File: config.mk
export PLATFORM = sky130hd
export DESIGN_NAME = clk_div_monitor
export DESIGN_NICKNAME = d
export VERILOG_FILES = /design/src/rtl/clk_div_mon_pkg.sv /design/src/rtl/clk_div_mon_sync.sv /design/src/rtl/clk_div_monitor.sv
export SDC_FILE = /design/constraint.sdc
export NUM_CORES = 1
export LEC_CHECK = 0
export CORE_MARGIN = 10
export CORE_UTILIZATION = 42
export DETAILED_ROUTE_END_ITERATION = 10
export HOLD_SLACK_MARGIN = 0.06
export PLACE_DENSITY_LB_ADDON = 0.2
export SETUP_SLACK_MARGIN = 0.5
export SLEW_MARGIN = 20
export SYNTH_ARGS = -nofsm -noshare
export SYNTH_HDL_FRONTEND = slang
export SYNTH_SLANG_ARGS = --single-unit
File: constraint.sdc
create_clock -name clk -period 1.8 [get_ports clk]
set_input_delay 0.18 -clock clk [delete_from_list [all_inputs] [get_ports clk]]
set_output_delay 0.18 -clock clk [all_outputs]
set_load 0.01 [all_outputs]
File: src/rtl/clk_div_mon_pkg.sv
// Shared types and helpers for the divided-clock monitor: FSM state encoding
// and the half-period tolerance comparison.
package clk_div_mon_pkg;

  typedef enum logic [2:0] {
    IDLE,
    START,
    ACQUIRE,
    LOCKED,
    FAULT
  } state_t;

  // Checks exp_half - tol <= half <= exp_half + tol. The lower bound is moved
  // to the left side so that no subtraction is needed, and the sums carry one
  // extra bit so they cannot overflow.
  function automatic logic in_tol(input logic [31:0] half,
                                  input logic [31:0] exp_half,
                                  input logic [31:0] tol);
    logic [32:0] half_plus_tol;
    logic [32:0] exp_plus_tol;
    half_plus_tol = {1'b0, half} + {1'b0, tol};
    exp_plus_tol  = {1'b0, exp_half} + {1'b0, tol};
    return (half_plus_tol >= {1'b0, exp_half}) && ({1'b0, half} <= exp_plus_tol);
  endfunction

endpackage

File: src/rtl/clk_div_mon_sync.sv
// Brings the asynchronous divided clock into the clk domain through two flops,
// then compares against one history flop to produce rise/fall strobes.
module clk_div_mon_sync (
  input  logic clk,
  input  logic rst_n,
  input  logic div_in,
  output logic rise,
  output logic fall,
  output logic level
);

  logic sync1;
  logic sync2;
  logic hist;

  // NOTE: sequential state uses non-blocking assignments so every flop in the
  // chain samples its pre-edge input; blocking here would collapse the chain.
  always_ff @(posedge clk or negedge rst_n) begin
    if (!rst_n) begin
      sync1 <= 1'b0;
      sync2 <= 1'b0;
      hist  <= 1'b0;
    end else begin
      sync1 <= div_in;
      sync2 <= sync1;
      hist  <= sync2;
    end
  end

  // A glitch that never reaches sync2 is lost; one that does yields exactly
  // one rise/fall pair, never a double edge in the same direction.
  assign rise  = sync2 & ~hist;
  assign fall  = ~sync2 & hist;
  assign level = sync2;

endmodule

File: src/rtl/clk_div_monitor.sv
// Divided-clock monitor: edge detection, half-period measurement, lock/fault FSM.
// Optional statistics counters are compiled in with CLK_DIV_MON_STATS_EN.
module clk_div_monitor
  import clk_div_mon_pkg::*;
#(
  parameter int CNT_W    = 8,
  parameter int EXP_HALF = 4,
  parameter int TOL      = 0,
  parameter int LOCK_CNT = 4,
  parameter int TIMEOUT  = 32
) (
  input  logic             clk,
  input  logic             rst_n,
  input  logic             div_in,
  input  logic             enable,
  input  logic             err_clr,
  output logic             edge_rise,
  output logic             edge_fall,
  output logic [CNT_W-1:0] half_period,
  output logic             meas_valid,
  output logic             locked,
  output logic             timeout,
`ifdef CLK_DIV_MON_STATS_EN
  output logic [15:0]      edge_count,
  output logic [7:0]       fault_count,
`endif
  output logic             err
);

  localparam int               GOOD_W  = $clog2(LOCK_CNT + 1);
  localparam logic [CNT_W-1:0] CNT_MAX = '1;
  localparam logic [CNT_W-1:0] TO_LAST = CNT_W'(TIMEOUT - 1);

  state_t            state;
  state_t            state_nxt;
  logic [CNT_W-1:0]  cnt;
  logic [CNT_W-1:0]  cnt_inc;
  logic [GOOD_W-1:0] good;
  logic [GOOD_W-1:0] good_nxt;
  logic              err_nxt;

  logic sync_rise;
  logic sync_fall;
  logic sync_level;
  logic det_en;
  logic det_rise;
  logic det_fall;
  logic det_edge;
  logic measure;
  logic tol_ok;
  logic fault_ev;

  clk_div_mon_sync u_sync (
    .clk    (clk),
    .rst_n  (rst_n),
    .div_in (div_in),
    .rise   (sync_rise),
    .fall   (sync_fall),
    .level  (sync_level)
  );

  // Edges are only acted on while the monitor is running.
  assign det_en   = enable && (state != IDLE);
  assign det_rise = det_en && sync_rise && sync_level;
  assign det_fall = det_en && sync_fall && !sync_level;
  assign det_edge = det_rise || det_fall;
  assign measure  = det_edge && (state == ACQUIRE || state == LOCKED || state == FAULT);
  assign cnt_inc  = (cnt == CNT_MAX) ? CNT_MAX : cnt + 1'b1;

  // The FSM acts on the registered measurement and timeout one cycle later.
  assign tol_ok   = in_tol(32'(half_period), 32'(EXP_HALF), 32'(TOL));
  assign fault_ev = (meas_valid && !tol_ok) || timeout;

  // NOTE: every variable gets a default before the case so no path leaves it
  // unassigned, which would otherwise infer a latch.
  always_comb begin
    state_nxt = state;
    good_nxt  = good;
    err_nxt   = err;
    if (!enable) begin
      state_nxt = IDLE;
      good_nxt  = '0;
    end else begin
      case (state)
        IDLE:    state_nxt = START;
        START:   if (det_edge) state_nxt = ACQUIRE;
        ACQUIRE: begin
          if (meas_valid && tol_ok) begin
            good_nxt = good + 1'b1;
            if (good_nxt == GOOD_W'(LOCK_CNT)) state_nxt = LOCKED;
          end else if (fault_ev) begin
            good_nxt = '0;
          end
        end
        LOCKED: begin
          if (fault_ev) begin
            state_nxt = FAULT;
            err_nxt   = 1'b1;
          end
        end
        FAULT: begin
          // A fresh fault outranks a simultaneous clear request.
          if (fault_ev) begin
            err_nxt = 1'b1;
          end else if (err_clr) begin
            state_nxt = START;
            err_nxt   = 1'b0;
            good_nxt  = '0;
          end
        end
        default: state_nxt = IDLE;
      endcase
    end
  end

  always_ff @(posedge clk or negedge rst_n) begin
    if (!rst_n) begin
      state       <= IDLE;
      good        <= '0;
      err         <= 1'b0;
      locked      <= 1'b0;
      cnt         <= '0;
      edge_rise   <= 1'b0;
      edge_fall   <= 1'b0;
      meas_valid  <= 1'b0;
      half_period <= '0;
      timeout     <= 1'b0;
    end else begin
      state      <= state_nxt;
      good       <= good_nxt;
      err        <= err_nxt;
      locked     <= (state_nxt == LOCKED);
      edge_rise  <= det_rise;
      edge_fall  <= det_fall;
      meas_valid <= measure;
      if (measure) half_period <= cnt_inc;
      // Saturation keeps cnt away from TO_LAST, so one edgeless gap times out once.
      timeout <= det_en && !det_edge && (cnt == TO_LAST);
      if (!det_en || det_edge) cnt <= '0;
      else if (cnt != CNT_MAX) cnt <= cnt + 1'b1;
    end
  end

`ifdef CLK_DIV_MON_STATS_EN
  always_ff @(posedge clk or negedge rst_n) begin
    if (!rst_n) begin
      edge_count  <= '0;
      fault_count <= '0;
    end else begin
      if (det_rise && edge_count != 16'hFFFF) edge_count <= edge_count + 1'b1;
      if (state != FAULT && state_nxt == FAULT && fault_count != 8'hFF)
        fault_count <= fault_count + 1'b1;
    end
  end
`endif

endmodule
==> results.toml, run 1 <==
[logic_synthesis]
combinational_family_with_the_most_area_after_synthesis = "simple AND/OR/NAND/NOR gates"
syn_area_um2 = 1500
synth_simple_gate_area_share_pct = 24.0
async_flop_share_pct = 100
yosys-top-cells-area = "dfrtp_1, nor2_1, o21ai_0"
yosys_warnings = 0
synth_enable_flop_cells = 0
synth_flop_cell = "dfrtp_1"
synth_cell_types = 42
synth-compound-area-share_pct = 13.9
synth_top_area_cell = "dfrtp_1"
synth_sequential_area_ratio_pct = 51.9
yosys.area_share.xor_xnor_pct = 2.34
post_synth_fa_ha_maj_area_fraction_pct = 2.51
avg_synthesized_cell_area_um2 = 10.1
yosysTopAreaCellShare_pct = 51.9
synth.top_cells.by_count = "dfrtp_1, nor2_1, nand2_1, o21ai_0, a21oi_1"
synth.net_count = 156
post-synth-top-count-cell = "dfrtp_1"
muxShareOfSynthArea_pct = 2.76
synth_cells = 148
yosys_register_bits = 31

[timing]
timing.slew.headroom_pct = 74.1
fmax_ghz = 0.518
tightest_slew_ps = 389
finalMaxSlewViolations = 0
setup_repair_after_global_routing_missed_its_margin = "true"
hold_violations = 0
fin_ws_ps = -129
finClkSkew_ps = 6.31
final.min_clock_period_ps = 1930
setup_viol = 5
post-route-period-util_pct = 107

[critical_path]
startpoint_type = "flip-flop"
worstSetupEndpointType = "flip-flop"
crit_path_frequent_cell = "or4_4"
critPathArrivalTime_ps = 2150
timing_worst_setup_path_type = "flip-flop to flip-flop"
library_cell_contributing_the_largest_single_delay_on_the_critical_path = "or4_4"
r2r_slack_ps = -130
crit_required_ps = 2020
worst_r2r_endpoint = "good[2]"
worst-r2r-cell-count = 4
critical_path.cell_chain = "or4_4, or4_4, a22oi_2, o32ai_1"
critPathMaxFanout = 6
r2r_start = "half_period[4]"
worst_path_largest_cell_delay_ps = 580

[power_and_ir_drop]
irDropWorstVdd_v = 0.000447
total_switching_power_w = 0.000376
power.switching_fraction_pct = 24.7
p_int_w = 0.00115
comb_power_share_pct = 16.3
leakagePower_nw = 1.00
power_density_nw_per_um2 = 666
part_of_the_power_in_the_clock_network_pct = 34.6
seq_power_share_pct = 49.0

[global_route]
top_usage_layer = "met2"
antenna_found_initial = 0
gr-usage-met2_pct = 23.8
grt_max_degree = 32
met3_usage_pct = 4.28
grt.overflow.total = 0
grt_use_total_pct = 12.8
grt_util_met1_pct = 12.9
grt_pass1_wl_um = 6360
vias_in_the_first_global_route = 1335

[drt]
first_pass_iters = 4
drt_iter0_markers = 93
detailed_route_vias_per_instance = 5.27
drt.antenna.violating_nets = 0
vias = 1324
wl_per_cell_um = 16.5
drt-total-wl_um = 4130
drc_errors = 0

[place]
dpl_cell_area_um2 = 1900
place_hpwl_um = 2640
io_buffers = 18
finalWeightedCongestion = 0.899

[cells_and_area]
filler_cell_count = 256
antenna-diode-count = 0
finalNetCount = 213
register_area_um2 = 777
finalInstanceArea_um2 = 2290
layout.core_utilization_pct = 67.4
multi_input_comb_area_um2 = 880
synthToLayoutAreaGrowth_pct = 52.9
fraction_of_layout_cells_with_a_size_suffix_above_1_pct = 43.4

[floorplanning]
core_area_um2 = 3390
rows = 21
chipHeight_um = 79.7
chipWidth_um = 79.7
top_level_ports = 19
start_util_pct = 44.1
area_of_the_die_um2 = 6350

[clock_network]
clk_slew_on_worst_s_h_paths_ps = 100
clk_path_buf_depth = 2
tritoncts = "done"
h_tree_levels = 2
cts.root.buffer_cell = "clkbuf_4"
cts_inserted_buffers = 5
hold_buffers = 0
clkLatencyLatePin_ps = 340
numClockSinks = 31

[run_status]
status = "complete, but fails checks"
violated_checks = "setup timing"

[min_path]
hold_path.class = "primary input to asynchronous set/reset pin"

[run]
cap_violations = 0
==> state kept, by name (all words and copies together) (netlist names), 3 cells and up <==
| register | flops |
|---|---|
| good | 3 |
| half_period | 8 |
| state | 3 |
| cnt | 8 |
==> power groups by stage <==
stage	logic, W	clock network, W	registers [W]
after floorplan	0.0000833	0	0.000765
after global placement	0.000196	0	0.000754
after detailed placement	0.000198	0	0.000757
after CTS	0.000228	0.000538	0.000742
after global routing	0.000270	0.000563	0.000750
final	0.000249	0.000527	0.000746
==> cell usage in the layout (no fill, tap or decap), types with 2 or more instances in the layout <==
cell type,synthesis,layout
buf_6,0,17
or4_4,2,3
nor3b_1,3,2
nand2b_1,2,2
a21oi_1,7,5
dfrtp_1,31,30
nor2b_4,0,2
inv_1,5,4
o211ai_1,3,3
nor2_1,17,11
nor2_2,0,4
o21ai_1,0,8
or4b_4,1,2
nor2_4,0,2
a31oi_1,2,2
o21ai_0,11,2
nand3b_1,3,3
clkbuf_2,0,5
clkbuf_4,0,5
buf_4,0,22
nand2_1,13,11
nand3_1,5,4
clkdlybuf4s50_1,0,5
mux2i_1,3,2
ha_1,3,2
xnor2_1,2,2
dlygate4sd2_1,0,4
nor3_4,0,3
==> routing by layer <==
metal,part of all wire (%),wire length (um),up-vias
met5,0,0,-
met4,1.9,78,0
met3,4.8,198,8
met2,54,2250,32
met1,39,1610,640
li1,-,-,644
==> stage by stage <==
step	worst slack (ps)	setup TNS (ps)	total power, W	cells	hold WS (ps)
3_3_place_gp	-54.1	-54.1	0.000950	226	334
5_1_grt	-142	-385	0.00158	251	256
6_report	-129	-208	0.00152	251	221
2_1_floorplan	-89.8	-89.8	0.000848	148	-116
3_5_place_dp	-98.5	-104	0.000955	226	352
4_1_cts	-102	-151	0.00151	244	225
==> worst max-delay path, delay by kind of cell, from the launching register on <==
family,cells,cell delay [ps]
AND/OR/NAND/NOR,2,1140
flip-flops,1,390
AO/OA/AOI/OAI,2,280
==> layout make-up <==
cell class                 instances  area share (%)
inverter                           5           0.821
multi-input combinational        107            38.5
clock buffer                       6            1.81
timing repair buffer              55            21.1
sequential                        31            34.0
tap                               46            2.52
clock inverter                     1            1.31
==> logic make-up after synthesis <==
kind of cell | after synthesis
simple gates | 64
xor+xnor | 4
flops | 31
fa+ha+maj | 3
mux | 4
compound gates | 32
buf+inv | 10
==> how the worst max path moves through the flow <==
stage / end / cells after the start / from / slack, ps
floorplan: good[2] / 4 / half_period[6] / -90
global placement: good[2] / 4 / half_period[6] / -50
detailed placement: good[2] / 4 / half_period[6] / -100
CTS: good[2] / 4 / half_period[7] / -100
global route: good[2] / 4 / half_period[4] / -140
finish: good[2] / 4 / half_period[4] / -130
==> repair_timing <==
action / 4_1_cts / 5_1_grt
gates resized for setup: 59 / 34
setup buffers: 9 / 7
cloned: 2 / 0
pin swaps: 7 / 13
setup endpoints to repair: 40 / 36
(Power assumes the default switching activity.)
==> inputs of run 2 (changes only) <==
RECOVER_POWER = 50   (was not set)
SLEW_MARGIN = 30   (was 20)
==> run 2 against run 1 <==
Net effect: the run still ends with setup timing left; power decreased by 0.33%; combinational power is essentially flat; first-iteration DRC count decreased by 18%; sequential share of layout area grew 0.11 points; non-clock buffer count unchanged; fmax down 0.31%; clock skew grew 2.2 ps; critical path type unchanged; critical endpoint unchanged; highest routed layer unchanged.
==> results.toml, run 2 (synthesis results as in run 1) <==
[run_status]
status = "complete, but fails checks"
violated_checks = "setup timing"

[min_path]
hold_path.class = "flip-flop to flip-flop"
min-delay-start = "u_sync.sync1"
worst_hold_path.endpoint = "u_sync.level"
holdPathStages = 0

[cells_and_area]
antenna-diode-count = 0
finalNetCount = 213
layout.core_utilization_pct = 67.2
synthToLayoutAreaGrowth_pct = 52.4
finalInstanceArea_um2 = 2280
filler_cell_count = 258
most_common_cell_after_layout_fill_and_taps_aside = "dfrtp_1"
leading_registers_by_flop_count = "cnt x8, half_period x8"
layout.cells.most_common_list = "dfrtp_1, buf_4, buf_6, nor2_1, nand2_1"
fraction_of_layout_cells_with_a_size_suffix_above_1_pct = 42.9

[place]
finalWeightedCongestion = 0.899
io_buffers = 18
place_hpwl_um = 2640
dpl_cell_area_um2 = 1900

[timing]
fin_ws_ps = -135
setup_repair_after_global_routing_missed_its_margin = "true"
final.min_clock_period_ps = 1930
fmax_ghz = 0.517
setup_viol = 5
hold_violations = 0
finalMaxSlewViolations = 0
finClkSkew_ps = 8.52
timing.slew.headroom_pct = 49.1
post-route-period-util_pct = 107
tightest_slew_ps = 763

[clock_network]
cts_inserted_buffers = 5
clk_slew_on_worst_s_h_paths_ps = 100
numClockSinks = 31
cts.root.buffer_cell = "clkbuf_4"
tritoncts = "done"
hold_buffers = 0
clkLatencyLatePin_ps = 340
h_tree_levels = 2
clk_path_buf_depth = 2

[critical_path]
worst-r2r-cell-count = 4
critPathMaxFanout = 6
worst_r2r_endpoint = "good[2]"
crit_required_ps = 2010
critical_path.cell_chain = "or4_4, or4_4, a22oi_2, o32ai_1"
startpoint_type = "flip-flop"
critical_path.n_buffers_inverters = 0
worstSetupEndpointType = "flip-flop"
library_cell_contributing_the_largest_single_delay_on_the_critical_path = "or4_4"
worst_path_largest_cell_delay_ps = 580
critical_path.top_delay_family = "simple AND/OR/NAND/NOR gates"
crit_path_frequent_cell = "or4_4"
timing_worst_setup_path_type = "flip-flop to flip-flop"
critPathArrivalTime_ps = 2150
r2r_slack_ps = -130
r2r_start = "half_period[4]"

[drt]
drt-total-wl_um = 4150
vias = 1337
first_pass_iters = 4
drt.antenna.violating_nets = 0
wl_per_cell_um = 16.5
drt_iter0_markers = 76
detailed_route_vias_per_instance = 5.33
drc_errors = 0

[global_route]
vias_in_the_first_global_route = 1335
grt_max_degree = 32
grt.overflow.total = 0
grt_pass1_wl_um = 6360
grt_use_total_pct = 12.8
antenna_found_initial = 0

[floorplanning]
rows = 21
chipWidth_um = 79.7
area_of_the_die_um2 = 6350
start_util_pct = 44.1
chipHeight_um = 79.7
top_level_ports = 19
core_area_um2 = 3390

[run]
cap_violations = 0

[power_and_ir_drop]
power_density_nw_per_um2 = 666
power_w = 0.00152
leakagePower_nw = 1.01
irDropWorstVdd_v = 0.000447
-- run 2: area by class of cell --
cell class | instances | area [um^2] | area share [%]
clock buffers | 6 | 41.3 | 1.81
multi-input cells | 107 | 875 | 38.4
inverters | 5 | 18.8 | 0.824
well taps | 46 | 57.6 | 2.53
flip-flops and latches | 31 | 777 | 34.1
repair buffers | 55 | 479 | 21.0
clock inverters | 1 | 30.0 | 1.32
-- run 2: worst max-delay path by stage --
stage                   startpoint       to  cells past startpoint
global placement    half_period[6]  good[2]                      4
detailed placement  half_period[6]  good[2]                      4
global route        half_period[4]  good[2]                      4
floorplan           half_period[6]  good[2]                      4
CTS                 half_period[7]  good[2]                      4
finish              half_period[4]  good[2]                      4
-- run 2: report_power, final --
| group | leakage, nW | switching (W) | internal (W) |
|---|---|---|---|
| clock network | 0.0383 | 0.000240 | 0.000286 |
| registers | 0.418 | 0.0000217 | 0.000725 |
| logic | 0.549 | 0.000112 | 0.000133 |
| total | 1.01 | 0.000374 | 0.00114 |
-- run 2: what timing repair did --
item / CTS / global route
gates cloned: 2 / 0
resized for setup: 59 / 34
pin swaps: 7 / 13
setup buffers: 9 / 7
setup endpoints to repair: 40 / 36
-- run 2: per-stage QoR --
stage | worst slack [ps] | setup TNS (ps) | cells | hold WS [ps]
3_5_place_dp | -98.5 | -104 | 226 | 352
5_1_grt | -142 | -385 | 251 | 383
6_report | -135 | -228 | 251 | 368
2_1_floorplan | -89.8 | -89.8 | 148 | -116
3_3_place_gp | -54.1 | -54.1 | 226 | 334
4_1_cts | -102 | -151 | 244 | 225
-- run 2: layer usage --
layer / GRT usage [%] / wire, um
met5: 0 / 0
met4: 4.48 / 78
met3: 4.28 / 229
met2: 23.8 / 2240
met1: 12.9 / 1600
